<file path="config.mk">
export PLATFORM = sky130hd
export DESIGN_NAME = rle_image_encoder
export DESIGN_NICKNAME = d
export VERILOG_FILES = /design/src/rtl/vga_img_pkg.sv /design/src/rtl/rle_out_reg.sv /design/src/rtl/rle_image_encoder.sv
export SDC_FILE = /design/constraint.sdc
export NUM_CORES = 1
export LEC_CHECK = 0
export ABC_AREA = 1
export CELL_PAD_IN_SITES_DETAIL_PLACEMENT = 0
export CELL_PAD_IN_SITES_GLOBAL_PLACEMENT = 1
export CORE_MARGIN = 10
export CORE_UTILIZATION = 44
export DETAILED_ROUTE_END_ITERATION = 10
export GPL_TIMING_DRIVEN = 0
export PLACE_DENSITY = 0.87
export SLEW_MARGIN = 20
export SYNTH_ARGS = -nofsm -noshare
export SYNTH_HDL_FRONTEND = slang
export SYNTH_SLANG_ARGS = --single-unit
export TNS_END_PERCENT = 50
</file>
<file path="constraint.sdc">
create_clock -name clk -period 5.2 [get_ports clk]
set_input_delay 0.78 -clock clk [delete_from_list [all_inputs] [get_ports clk]]
set_output_delay 0.78 -clock clk [all_outputs]
set_load 0.05 [all_outputs]
</file>
<file path="src/rtl/vga_img_pkg.sv">
// Shared image constants and encoder state type.
//   COLOR_W            pixel colour width (4:4:4 RGB)
//   IMG_W_DEF/IMG_H_DEF default frame geometry
//   WHITE/BLACK        common colours
//   enc_state_t        run-length encoder FSM states
package vga_img_pkg;
  localparam int COLOR_W   = 12;
  localparam int IMG_W_DEF = 584;
  localparam int IMG_H_DEF = 167;
  localparam logic [COLOR_W-1:0] WHITE = 12'hFFF;
  localparam logic [COLOR_W-1:0] BLACK = 12'h000;

  typedef enum logic [2:0] {
    ST_IDLE  = 3'd0,
    ST_FIRST = 3'd1,
    ST_ACCUM = 3'd2,
    ST_FLUSH = 3'd3,
    ST_DRAIN = 3'd4
  } enc_state_t;
endpackage

</file>
<file path="src/rtl/rle_out_reg.sv">
// One-entry valid/ready holding register for an RLE record.
//   clk, rst_n            clock, async active-low reset
//   in_valid/in_ready     load side; in_ready = empty or draining this cycle
//   in_start/end/color/last  record to load
//   out_valid/out_ready   sink side handshake
//   out_start/end/color/last record held for the sink
module rle_out_reg #(
  parameter int ADDR_W  = 17,
  parameter int COLOR_W = 12
) (
  input  logic               clk,
  input  logic               rst_n,
  input  logic               in_valid,
  output logic               in_ready,
  input  logic [ADDR_W-1:0]  in_start,
  input  logic [ADDR_W-1:0]  in_end,
  input  logic [COLOR_W-1:0] in_color,
  input  logic               in_last,
  output logic               out_valid,
  input  logic               out_ready,
  output logic [ADDR_W-1:0]  out_start,
  output logic [ADDR_W-1:0]  out_end,
  output logic [COLOR_W-1:0] out_color,
  output logic               out_last
);
  assign in_ready = !out_valid || out_ready;

  always_ff @(posedge clk or negedge rst_n) begin
    if (!rst_n) begin
      out_valid <= 1'b0;
      out_start <= '0;
      out_end   <= '0;
      out_color <= '0;
      out_last  <= 1'b0;
    end else if (in_valid && in_ready) begin
      out_valid <= 1'b1;
      out_start <= in_start;
      out_end   <= in_end;
      out_color <= in_color;
      out_last  <= in_last;
    end else if (out_ready) begin
      out_valid <= 1'b0;
    end
  end
endmodule

</file>
<file path="src/rtl/rle_image_encoder.sv">
// Streaming run-length encoder for raster images. Pixels arrive in raster
// order; records {start, end, color} describe inclusive linear-address runs.
//   clk, rst_n                 clock, async active-low reset
//   start                      pulse to begin a frame (ignored while busy)
//   pix_valid/pix_ready/pix_color  pixel stream
//   run_valid/run_ready        record stream handshake
//   run_start/run_end/run_color/run_last  record fields
//   run_count                  records handshaken this frame
//   busy, done                 frame in progress / 1-cycle end-of-frame pulse
//
// state | meaning
// IDLE  | waiting for start
// FIRST | accepting pixel 0, opens the first run
// ACCUM | extending or closing runs, one pixel per cycle
// FLUSH | last pixel taken, pushing the final run into the output register
// DRAIN | waiting for the final record to handshake
module rle_image_encoder #(
  parameter int IMG_W   = vga_img_pkg::IMG_W_DEF,
  parameter int IMG_H   = vga_img_pkg::IMG_H_DEF,
  parameter int COLOR_W = vga_img_pkg::COLOR_W,
  parameter int ADDR_W  = 17
) (
  input  logic               clk,
  input  logic               rst_n,
  input  logic               start,
  input  logic               pix_valid,
  output logic               pix_ready,
  input  logic [COLOR_W-1:0] pix_color,
  output logic               run_valid,
  input  logic               run_ready,
  output logic [ADDR_W-1:0]  run_start,
  output logic [ADDR_W-1:0]  run_end,
  output logic [COLOR_W-1:0] run_color,
  output logic               run_last,
  output logic [ADDR_W-1:0]  run_count,
  output logic               busy,
  output logic               done
);
  import vga_img_pkg::*;

  localparam int TOTAL = IMG_W * IMG_H;
  localparam logic [ADDR_W-1:0] LAST_ADDR = ADDR_W'(TOTAL - 1);

  enc_state_t         r_state;
  logic [ADDR_W-1:0]  r_addr;
  logic [ADDR_W-1:0]  r_cur_start;
  logic [ADDR_W-1:0]  r_cur_end;
  logic [COLOR_W-1:0] r_cur_color;

  logic w_accept;
  logic w_color_diff;
  logic w_load;
  logic w_load_last;
  logic w_out_in_ready;
  logic w_run_fire;

  // In ACCUM a pixel is only taken when the output register can absorb a
  // closing run in the same cycle, which keeps the datapath single-entry.
  always_comb begin
    pix_ready = 1'b0;
    case (r_state)
      ST_FIRST: pix_ready = 1'b1;
      ST_ACCUM: pix_ready = w_out_in_ready;
      default:  pix_ready = 1'b0;
    endcase
  end

  assign w_accept     = pix_valid && pix_ready;
  assign w_color_diff = (pix_color != r_cur_color);
  assign w_load_last  = (r_state == ST_FLUSH);
  assign w_load       = ((r_state == ST_ACCUM) && w_accept && w_color_diff) || w_load_last;
  assign w_run_fire   = run_valid && run_ready;

  rle_out_reg #(
    .ADDR_W  (ADDR_W),
    .COLOR_W (COLOR_W)
  ) u_out_reg (
    .clk       (clk),
    .rst_n     (rst_n),
    .in_valid  (w_load),
    .in_ready  (w_out_in_ready),
    .in_start  (r_cur_start),
    .in_end    (r_cur_end),
    .in_color  (r_cur_color),
    .in_last   (w_load_last),
    .out_valid (run_valid),
    .out_ready (run_ready),
    .out_start (run_start),
    .out_end   (run_end),
    .out_color (run_color),
    .out_last  (run_last)
  );

  always_ff @(posedge clk or negedge rst_n) begin
    if (!rst_n) begin
      r_state     <= ST_IDLE;
      r_addr      <= '0;
      r_cur_start <= '0;
      r_cur_end   <= '0;
      r_cur_color <= '0;
      run_count   <= '0;
      busy        <= 1'b0;
      done        <= 1'b0;
    end else begin
      done <= 1'b0;
      if (w_run_fire) run_count <= run_count + 1'b1;
      case (r_state)
        ST_IDLE: begin
          if (start) begin
            r_addr    <= '0;
            run_count <= '0;
            busy      <= 1'b1;
            r_state   <= ST_FIRST;
          end
        end
        ST_FIRST: begin
          if (w_accept) begin
            r_cur_start <= '0;
            r_cur_end   <= '0;
            r_cur_color <= pix_color;
            r_addr      <= ADDR_W'(1);
            r_state     <= (TOTAL == 1) ? ST_FLUSH : ST_ACCUM;
          end
        end
        ST_ACCUM: begin
          if (w_accept) begin
            r_addr <= r_addr + 1'b1;
            if (w_color_diff) begin
              r_cur_start <= r_addr;
              r_cur_color <= pix_color;
            end
            r_cur_end <= r_addr;
            if (r_addr == LAST_ADDR) r_state <= ST_FLUSH;
          end
        end
        ST_FLUSH: begin
          if (w_out_in_ready) r_state <= ST_DRAIN;
        end
        ST_DRAIN: begin
          if (w_run_fire) begin
            done    <= 1'b1;
            busy    <= 1'b0;
            r_state <= ST_IDLE;
          end
        end
        default: r_state <= ST_IDLE;
      endcase
    end
  end
endmodule

</file>
## Word-level counts from Yosys, hierarchy flattened

Index checks and enable logic that the tools add are counted.

| word-level totals | value |
|---|---|
| word-level logic and storage cells | 78 |
| bits of input ports | 17 |
| flip-flop bits (word level) | 133 |
| output and inout bits | 68 |

| operators by class | value |
|---|---|
| add/sub/neg operators | 2 |
| reductions and logical operators | 18 |
| eq/ne operators | 13 |
| multiplexer cells | 32 |

Operators with widths:

| operator | count |
|---|---|
| 17-bit 2-to-1 mux | 10 |
| 17-bit case mux with 2 select lines | 2 |
| 17-bit case mux with 3 select lines | 1 |
| 12-bit 2-to-1 mux | 3 |
| 17-bit by 1-bit adder with 17-bit output (second input constant) | 2 |
| 12-bit case mux with 2 select lines | 1 |
| 3-bit 2-to-1 mux | 6 |
| 17-bit == test (second input constant) | 1 |
| 3-bit case mux with 5 select lines | 1 |
| 12-bit != test | 1 |
| 2-bit != test (second input constant) | 5 |
| 4-bit AND reduction | 2 |
| 3-bit by 2-bit == test with 1-bit output (second input constant) | 2 |
| 1-bit 2-to-1 mux | 6 |
| 3-bit AND reduction | 2 |
| 6-bit AND reduction | 1 |
| 2-bit nonzero test | 3 |
| 1-bit logical AND | 5 |
| 2-bit by 1-bit != test with 1-bit output (second input constant) | 2 |
| 1-bit case mux with 2 select lines | 2 |
| 3-bit by 1-bit == test with 1-bit output (second input constant) | 1 |
| 3-bit == test (second input constant) | 1 |
| 3-bit zero test | 1 |
| 3-bit nonzero test | 1 |
| other kinds (2) | 3 |

## Longest topological paths before layout

Gate-level depths: netlist (run 1).

| depth | value |
|---|---|
| depth in word-level cells | 9 |
| depth in mapped cells | 14 |
| depth with buffers taken out | 12 |

## Hierarchy

A second synthesis (run 1) with hierarchy kept.

| second synthesis, totals | value |
|---|---|
| cell total of the unflattened synthesis | 827 |
| area total of the unflattened synthesis | 6343.6 um2 |

Modules (own cells, without submodules):

| module | cells each | area each (um2) | seq. area each (um2) | instances |
|---|---|---|---|---|
| rle_image_encoder | 619 | 4421.7 | 2127.0 | 1 |
| rle_out_reg | 208 | 1921.8 | 1201.2 | 1 |

## Worst setup path after synthesis (run 1)

Ideal clock, no wire load.

| timing | value |
|---|---|
| kind | input -> register |
| from | in run_ready |
| to | reg u_out_reg.out_color[0] |
| data required time | 5.081 ns |
| data arrival time | 2.037 ns |
| cell stages on the path | 13 |
| path buffers | 2 |
| setup slack | 3.044 ns |
| cell sequence | inv_1 > nand2_1 > nand2_1 > nand2_2 > nand2_4 > nor2_4 > nand2_1 > nand2_1 > nand2_1 > buf_4 > buf_6 > nand2_1 > nand2_1 |

| between the ends | value |
|---|---|
| cells in the longest elaborated chain, start to end | 7 |

RTL lines:

| element | RTL line | text |
|---|---|---|
| from (decl) | rle_image_encoder.sv:30 | `input logic run_ready,` |
| 1-bit logical OR | rle_out_reg.sv:26 | `assign in_ready = !out_valid \|\| out_ready;` |
| 1-bit case mux with 2 select lines | rle_image_encoder.sv:61 | `case (r_state)` |
| named net pix_ready | rle_image_encoder.sv:27 | `output logic pix_ready,` |
| 1-bit logical AND | rle_image_encoder.sv:68 | `assign w_accept = pix_valid && pix_ready;` |
| 1-bit logical AND (2 in series) | rle_image_encoder.sv:71 | `assign w_load = ((r_state == ST_ACCUM) && w_accept && w_color_diff) \|\| w_load_last;` |
| 1-bit logical OR | rle_image_encoder.sv:71 |  |
| 1-bit logical AND | rle_out_reg.sv:35 | `end else if (in_valid && in_ready) begin` |
| to (signal assigned) | rle_out_reg.sv:39 | `out_color <= in_color;` |
| to (decl) | rle_out_reg.sv:23 | `output logic [COLOR_W-1:0] out_color,` |

The timed path passes the listed nets, and every way through them passes these cells.
A chain may end at the register's enable or synchronous reset.

## Worst setup path in the final report (run 1)

| timing | value |
|---|---|
| from | in run_ready |
| to | out pix_ready |

| between the ends | value |
|---|---|
| cells in the longest elaborated chain, start to end | 2 |

RTL lines:

| element | RTL line |
|---|---|
| 1-bit logical OR | rle_out_reg.sv:26 |
| 1-bit case mux with 2 select lines | rle_image_encoder.sv:61 |
| to (decl) | rle_image_encoder.sv:27 |

No other way between the ends.

==> results of run 1 <==
## area by class of cell
class,count,area [µm²]
fill,1258,5620
sequential,133,3330
multi-input combinational,512,2310
timing repair buffer,85,873
clock buffer,20,457
inverter,60,228
tap,176,220
buffer,27,155
clock inverter,12,154
## stage by stage
step	TNS (ns)	power (µW)	utilization [%]
floorplan	0	2430	-
global placement	-252.87	2960	53.1
detailed placement	0	2980	53.3
CTS	0	4220	57.9
global route	0	4430	57.9
finish	0	4170	57.9
## registers in the layout (all words and copies together) (netlist names), 3 cells and up
signal,count
r_addr,17
r_cur_color,12
r_cur_end,17
r_cur_start,17
r_state,3
run_count,17
u_out_reg.out_color,12
u_out_reg.out_end,17
u_out_reg.out_start,17
## cells in the final DEF, fill, tap and decap left out, types with 10 or more instances in the layout
cell type,n
clkbuf_16,17
clkbuf_1,12
nor3_1,10
nand4_1,19
dfrtp_1,133
nand2_1,256
a21oi_1,10
o21ai_0,48
nor2_1,52
nand3_1,88
clkdlybuf4s50_1,83
inv_1,58
## Yosys cell counts (7+ instances only)
library cell	count	share of area, %
nand3_1	88	7.3
nor2_1	52	3.2
xnor2_1	7	1.0
nand4_1	19	2.0
o21ai_0	48	4.0
buf_4	9	1.1
clkbuf_1	11	0.69
inv_1	58	3.6
dfrtp_1	133	55
nand2_1	256	16
a21oi_1	10	0.83
xor2_1	7	1.0
nor3_1	10	0.83
## metal layers
layer | wire [µm] | global-route usage, % | vias up
met5 | 0 | 0 | -
met4 | 157 | 4.98 | 0
met3 | 1110 | 5.65 | 12
met2 | 7520 | 28.5 | 119
met1 | 7100 | 22.9 | 2484
li1 | - | - | 2566
## power breakdown
| part | total [µW] | leakage (µW) | switching, µW | internal [µW] |
|---|---|---|---|---|
| clock | 1230 | 0.000292 | 449 | 778 |
| sequential | 1370 | 0.00181 | 142 | 1220 |
| combinational | 1580 | 0.00165 | 1110 | 473 |
## critical path, delay by kind of cell
kind                   cells  cell delay (ns)
buffers and inverters      3             1.37
AND/OR/NAND/NOR            3             0.38
## cells by family (layout without fill, tap and decap cells)
kind of cell    Yosys count  in the layout  share of synthesized area [%]
xor+xnor                 14             14                           2.04
compound gates           64             64                           5.53
fa+ha+maj                 2              2                          0.415
flops                   133            133                           55.3
simple gates            432            432                           30.4
buf+inv                  87            204                           6.36
## worst max-delay path by stage
stage / end / cells after the start / slack [ns] / from
CTS: pix_ready / 6 / 1.84 / run_ready
detailed placement: pix_ready / 6 / 1.85 / run_ready
global route: pix_ready / 6 / 1.76 / run_ready
finish: pix_ready / 6 / 1.88 / run_ready
global placement: u_out_reg.out_end[13] / 1 / -1.91 / rst_n
floorplan: u_out_reg.out_color[0] / 13 / 3.04 / run_ready
==> impl_results.md, run 1 <==
- Slowest CP cell: clkdlybuf4s50_1
- CTS Buf Count: 17
- CP arrival: 2.54 ns
- Synthesized cell area: 6020 µm²
- Final Slew Violations: 0
- Reg2reg setup slack: 3.00 ns
- Final setup vio count: 0
- IO Count: 85
- Crit-path max FO: 6
- Final wirelength: 15,900 µm
- Pleak: 0.00375 µW
- Final Instance Area: 7730 µm²
- Area grow syn2layout: 28.3%
- Routed wire per std cell: 15.5 µm
- Finished Layout Cells: 1,025
- Iteration-0 DRC Markers: 411
- Synth Flop Type: dfrtp_1
- Site Rows: 42
- Async SR Flop Fraction: 100%
- Critical R2R Launch: r_state[1]
- CP Capture Type: output port
- Hold-fix buffers, CTS: 0
- Share of layout cells above drive strength 1: 6.48%
- Grt ovf: 0
- Fmax: 0.301 GHz
- Root buffer cell: clkbuf_16
- H-tree depth: 4
- Fin crit share: 63.9%
- CP cell instances: clkdlybuf4s50_1 > inv_1 > nand2_1 > nand2_1 > nand2_2 > clkdlybuf4s50_1
- Hold violation count in the final report: 0
- Gates resized, CTS repair: 0
- Drt drc: 0
- Post-Place Worst Slack: 1.85 ns
- Power Density: 540 nW/µm²
- Post-synthesis cell count: 732
- # placed instances: 993
- Yosys warns: 0
- EDFF count, synth: 0
- Initial antenna violation count: 0
- CTS tree: done
- Run status: finished, final reports clean
- Worst-Margin Slew: 0.589 ns
- Slew headroom: 60.5%
- RSZ-0062 raised after global routing: false
- Reg2Reg Depth: 9
- Drt first pass iters: 6
- Clock latency on the worst-skew pair: 0.42 ns
- Buffers on Ports: 84
- Vias: 5,181
- Maximum VDD drop: 283 µV
- Final min period: 3.32 ns
- CP Class: in2out
- Overall routing resource usage: 17.9%
- Antenna Violating Nets Remaining: 0
- ANT cells: 0
- Post-Syn Area per Cell: 8.23 µm²
- Chip height: 137 µm
- Starting density of the core: 45.1%
- Post-DP Area: 7120 µm²
- Clock Skew: 0.00621 ns
- Seq/Total Area, Yosys: 55.3%
- Die Area: 18,800 µm²
- Post-route setup slack: 1.88 ns
- Largest net degree at the start of global routing: 90
- Clock transition at the registers of the reported paths: 0.06 ns
- Critical Path Max Stage Delay: 0.83 ns
- Nets: 855
- Distinct cells, synth: 28
- Post-synthesis register bit count: 133
- DR vias/cell: 5.05
- Critical path required time: 4.42 ns
- Die width: 137 µm
- Wire length of the first global-routing pass: 26,600 µm
- # clock sinks: 133
- CORE AREA: 13,300 µm²
- HP Class: in2async
- Dpl hpwl: 11,500 µm
- Vias in the first global route: 5,161
- Hold Slack: 0.237 ns
- R2r endpoint: r_addr[12]
- Post-CTS Setup Repair Bufs: 0
- Gpl congestion: 0.888
- Startpoint Class: primary input
- Max Cap Viol: 0
- Post-synthesis net count: 751
- CTS Buffer Depth: 2
Note: power is estimated with default switching activity, not from simulation.
==> run 2, diff against run 1 <==
--- a/config.mk
+++ b/config.mk
@@ -9,10 +9,10 @@
 export CELL_PAD_IN_SITES_DETAIL_PLACEMENT = 0
 export CELL_PAD_IN_SITES_GLOBAL_PLACEMENT = 1
 export CORE_MARGIN = 10
-export CORE_UTILIZATION = 44
+export CORE_UTILIZATION = 41
 export DETAILED_ROUTE_END_ITERATION = 10
 export GPL_TIMING_DRIVEN = 0
-export PLACE_DENSITY = 0.87
+export PLACE_DENSITY = 0.82
 export SLEW_MARGIN = 20
 export SYNTH_ARGS = -nofsm -noshare
 export SYNTH_HDL_FRONTEND = slang
==> constraint.sdc (replaced) <==
create_clock -name clk -period 3.5 [get_ports clk]
set_input_delay 0.525 -clock clk [delete_from_list [all_inputs] [get_ports clk]]
set_output_delay 0.525 -clock clk [all_outputs]
set_load 0.05 [all_outputs]
==> run 2 against run 1 <==
Net effect:
- worst hold slack better by 0.23 ns
- critical path type is now reg2out
- global-route usage down 0.96 points
- first-iteration DRC count down 32%
- largest cell class unchanged
- cell count up 0.78%
- register-to-register slack worse by 1.8 ns
- utilization down 4.3 points
- worst setup slack worse by 1.3 ns
- critical endpoint unchanged
==> impl_results.md, run 2 (synthesized netlist as in run 1, its figures left out) <==
- Buffers on Ports: 84 (unchanged)
- CTS Buffer Depth: 2 (unchanged)
- Final Slew Violations: 0 (unchanged)
- Fill cells: 1,390 (+10%)
- CTS tree: done
- H-tree depth: 4 (unchanged)
- GR peak layer: met2
- Vias in the first global route: 5,159 (-0.039%)
- IO Count: 85 (unchanged)
- Max Cap Viol: 0 (unchanged)
- Wire length of the first global-routing pass: 27,000 µm (+1.7%)
- Site Rows: 44 (+4.8%)
- Clock Skew: 0.00837 ns (+0.00216 ns)
- Starting density of the core: 41.6% (-3.5 points)
- Final setup vio count: 0 (unchanged)
- Run status: finished, final reports clean
- Overall routing resource usage: 16.9% (-0.96 points)
- Slew headroom: 53.3% (-7.1 points)
- Commonest non-fill, non-tap cell in the layout: nand2_1
- Grt ovf: 0 (unchanged)
- Critical path required time: 2.97 ns (-1.45 ns)
- Die Area: 19,900 µm² (+6.2%)
- Met3 global-route usage: 4.77% (-0.88 points)
- Crit-path max FO: 10 (+4)
- Fmax: 0.344 GHz
- Drt first pass iters: 5 (-1)
- Area grow syn2layout: 28.7%
- Worst-Margin Slew: 0.700 ns (+0.111 ns)
- Fin crit share: 83.0%
- Maximum VDD drop: 402 µV (+42%)
- HP Class: reg2reg
- Nets: 856 (+0.12%)
- Share of layout cells above drive strength 1: 6.01% (-0.47 points)
- Gpl congestion: 0.913 (+2.8%)
- Routed wire per std cell: 15.8 µm (+1.9%)
- Final min period: 2.91 ns
- Vias: 5,141 (-0.77%)
- Pleak: 0.00375 µW (+0.15%)
- CP Class: reg2out
- RSZ-0062 raised after global routing: false
- Initial antenna violation count: 0 (unchanged)
- Drt drc: 0 (unchanged)
- Die width: 141 µm (+3.1%)
- Post-CTS Setup Repair Bufs: 0 (unchanged)
- Clock latency on the worst-skew pair: 0.43 ns (about the same)
- DR vias/cell: 4.98 (-1.5%)
- Chip height: 141 µm (+3.1%)
- ANT cells: 0 (unchanged)
- Critical Path Max Stage Delay: 0.82 ns (about the same)
- Largest net degree at the start of global routing: 89 (-1.1%)
- Post-route setup slack: 0.594 ns (-1.29 ns)
- Slowest CP cell: clkdlybuf4s50_1
- CP arrival: 2.38 ns (-0.16 ns)
- Hold Slack: 0.467 ns (+0.229 ns)
- Hold violation count in the final report: 0 (unchanged)
- Dpl hpwl: 11,700 µm (+1.7%)
- CORE AREA: 14,500 µm² (+8.5%)
- Startpoint Class: flip-flop
- CTS Buf Count: 17 (unchanged)
- Antenna Violating Nets Remaining: 0 (unchanged)
- # clock sinks: 133 (unchanged)
- CP cell instances: nor2_4 > nand2_4 > inv_4 > nand2_1 > nand2_2 > clkdlybuf4s50_1
- Post-Place Worst Slack: 0.657 ns (-1.20 ns)
- Clock transition at the registers of the reported paths: 0.06 ns (about the same)
- Root buffer cell: clkbuf_16
- Iteration-0 DRC Markers: 280 (-32%)
- Grt met2 use: 26.7% (-1.7 points)
- CP Capture Type: output port
- Final wirelength: 16,300 µm (+2.7%)
- Power Density: 812 nW/µm² (+50%)
- Global routing usage on met1: 21.7% (-1.3 points)
- Most frequent cells in the layout: 256 x nand2_1, 133 x dfrtp_1, 88 x nand3_1, 83 x clkdlybuf4s50_1, 58 x inv_1
-- run 2: path summary, 6_finish.rpt --
| path | startpoint | end | slack (ns) | depth (start not counted) |
|---|---|---|---|---|
| max | r_state[0] | pix_ready | 0.59 | 6 |
| min | u_out_reg.out_color[6] | u_out_reg.out_color[6] | 0.47 | 2 |
| max reg2reg | r_state[1] | r_addr[0] | 1.21 | 9 |
| min reg2reg | u_out_reg.out_color[6] | u_out_reg.out_color[6] | 0.47 | 2 |
| max in group asynchronous | rst_n | r_cur_end[8] | 2.18 | 3 |
| min in group asynchronous | rst_n | run_count[6] | 0.57 | 2 |
-- run 2: area by class of cell --
type	instances	area, µm²	area share [%]
tap	184	230	2.97
buffer	27	155	2.00
inverter	60	228	2.94
sequential	133	3330	42.9
multi-input combinational	512	2310	29.8
timing repair buffer	86	883	11.4
clock inverter	8	149	1.92
clock buffer	23	468	6.04
-- run 2: stage by stage --
stage	TNS (ns)	utilization, %	cell area, µm²	cells	power (µW)
floorplan	0	-	6020	732	3610
global placement	-450.96	49.0	7090	1000	4400
detailed placement	0	49.2	7130	1001	4450
CTS	0	53.5	7750	1033	6350
global route	0	53.5	7750	1033	6630
finish	0	53.5	7750	1033	6300
-- run 2: timing repair --
action / in CTS / in global routing
hold buffers: 1 / 0
resized for setup: 0 / 0
hold endpoints to repair: 5 / 0
setup endpoints to repair: 0 / 0
-- run 2: routing by layer --
| metal | vias to the layer above | wire length, µm |
|---|---|---|
| li1 | 2563 | - |
| met1 | 2418 | 7380 |
| met2 | 134 | 7670 |
| met3 | 26 | 1040 |
| met4 | 0 | 229 |
| met5 | - | 0 |
-- run 2: report_power, final --
group	total, µW	internal (µW)	leakage [µW]	switching, µW
Combinational	2370	703	0.00165	1660
Sequential	2040	1820	0.00181	222
Clock	1890	1230	0.000293	666
Total	6300	3750	0.00375	2550
-- run 2: critical path, delay by kind of cell (launching register included) --
| family | cells | cell delay [ns] |
|---|---|---|
| buffers and inverters | 2 | 0.99 |
| DFF | 1 | 0.46 |
| and+or+nand+nor | 4 | 0.51 |
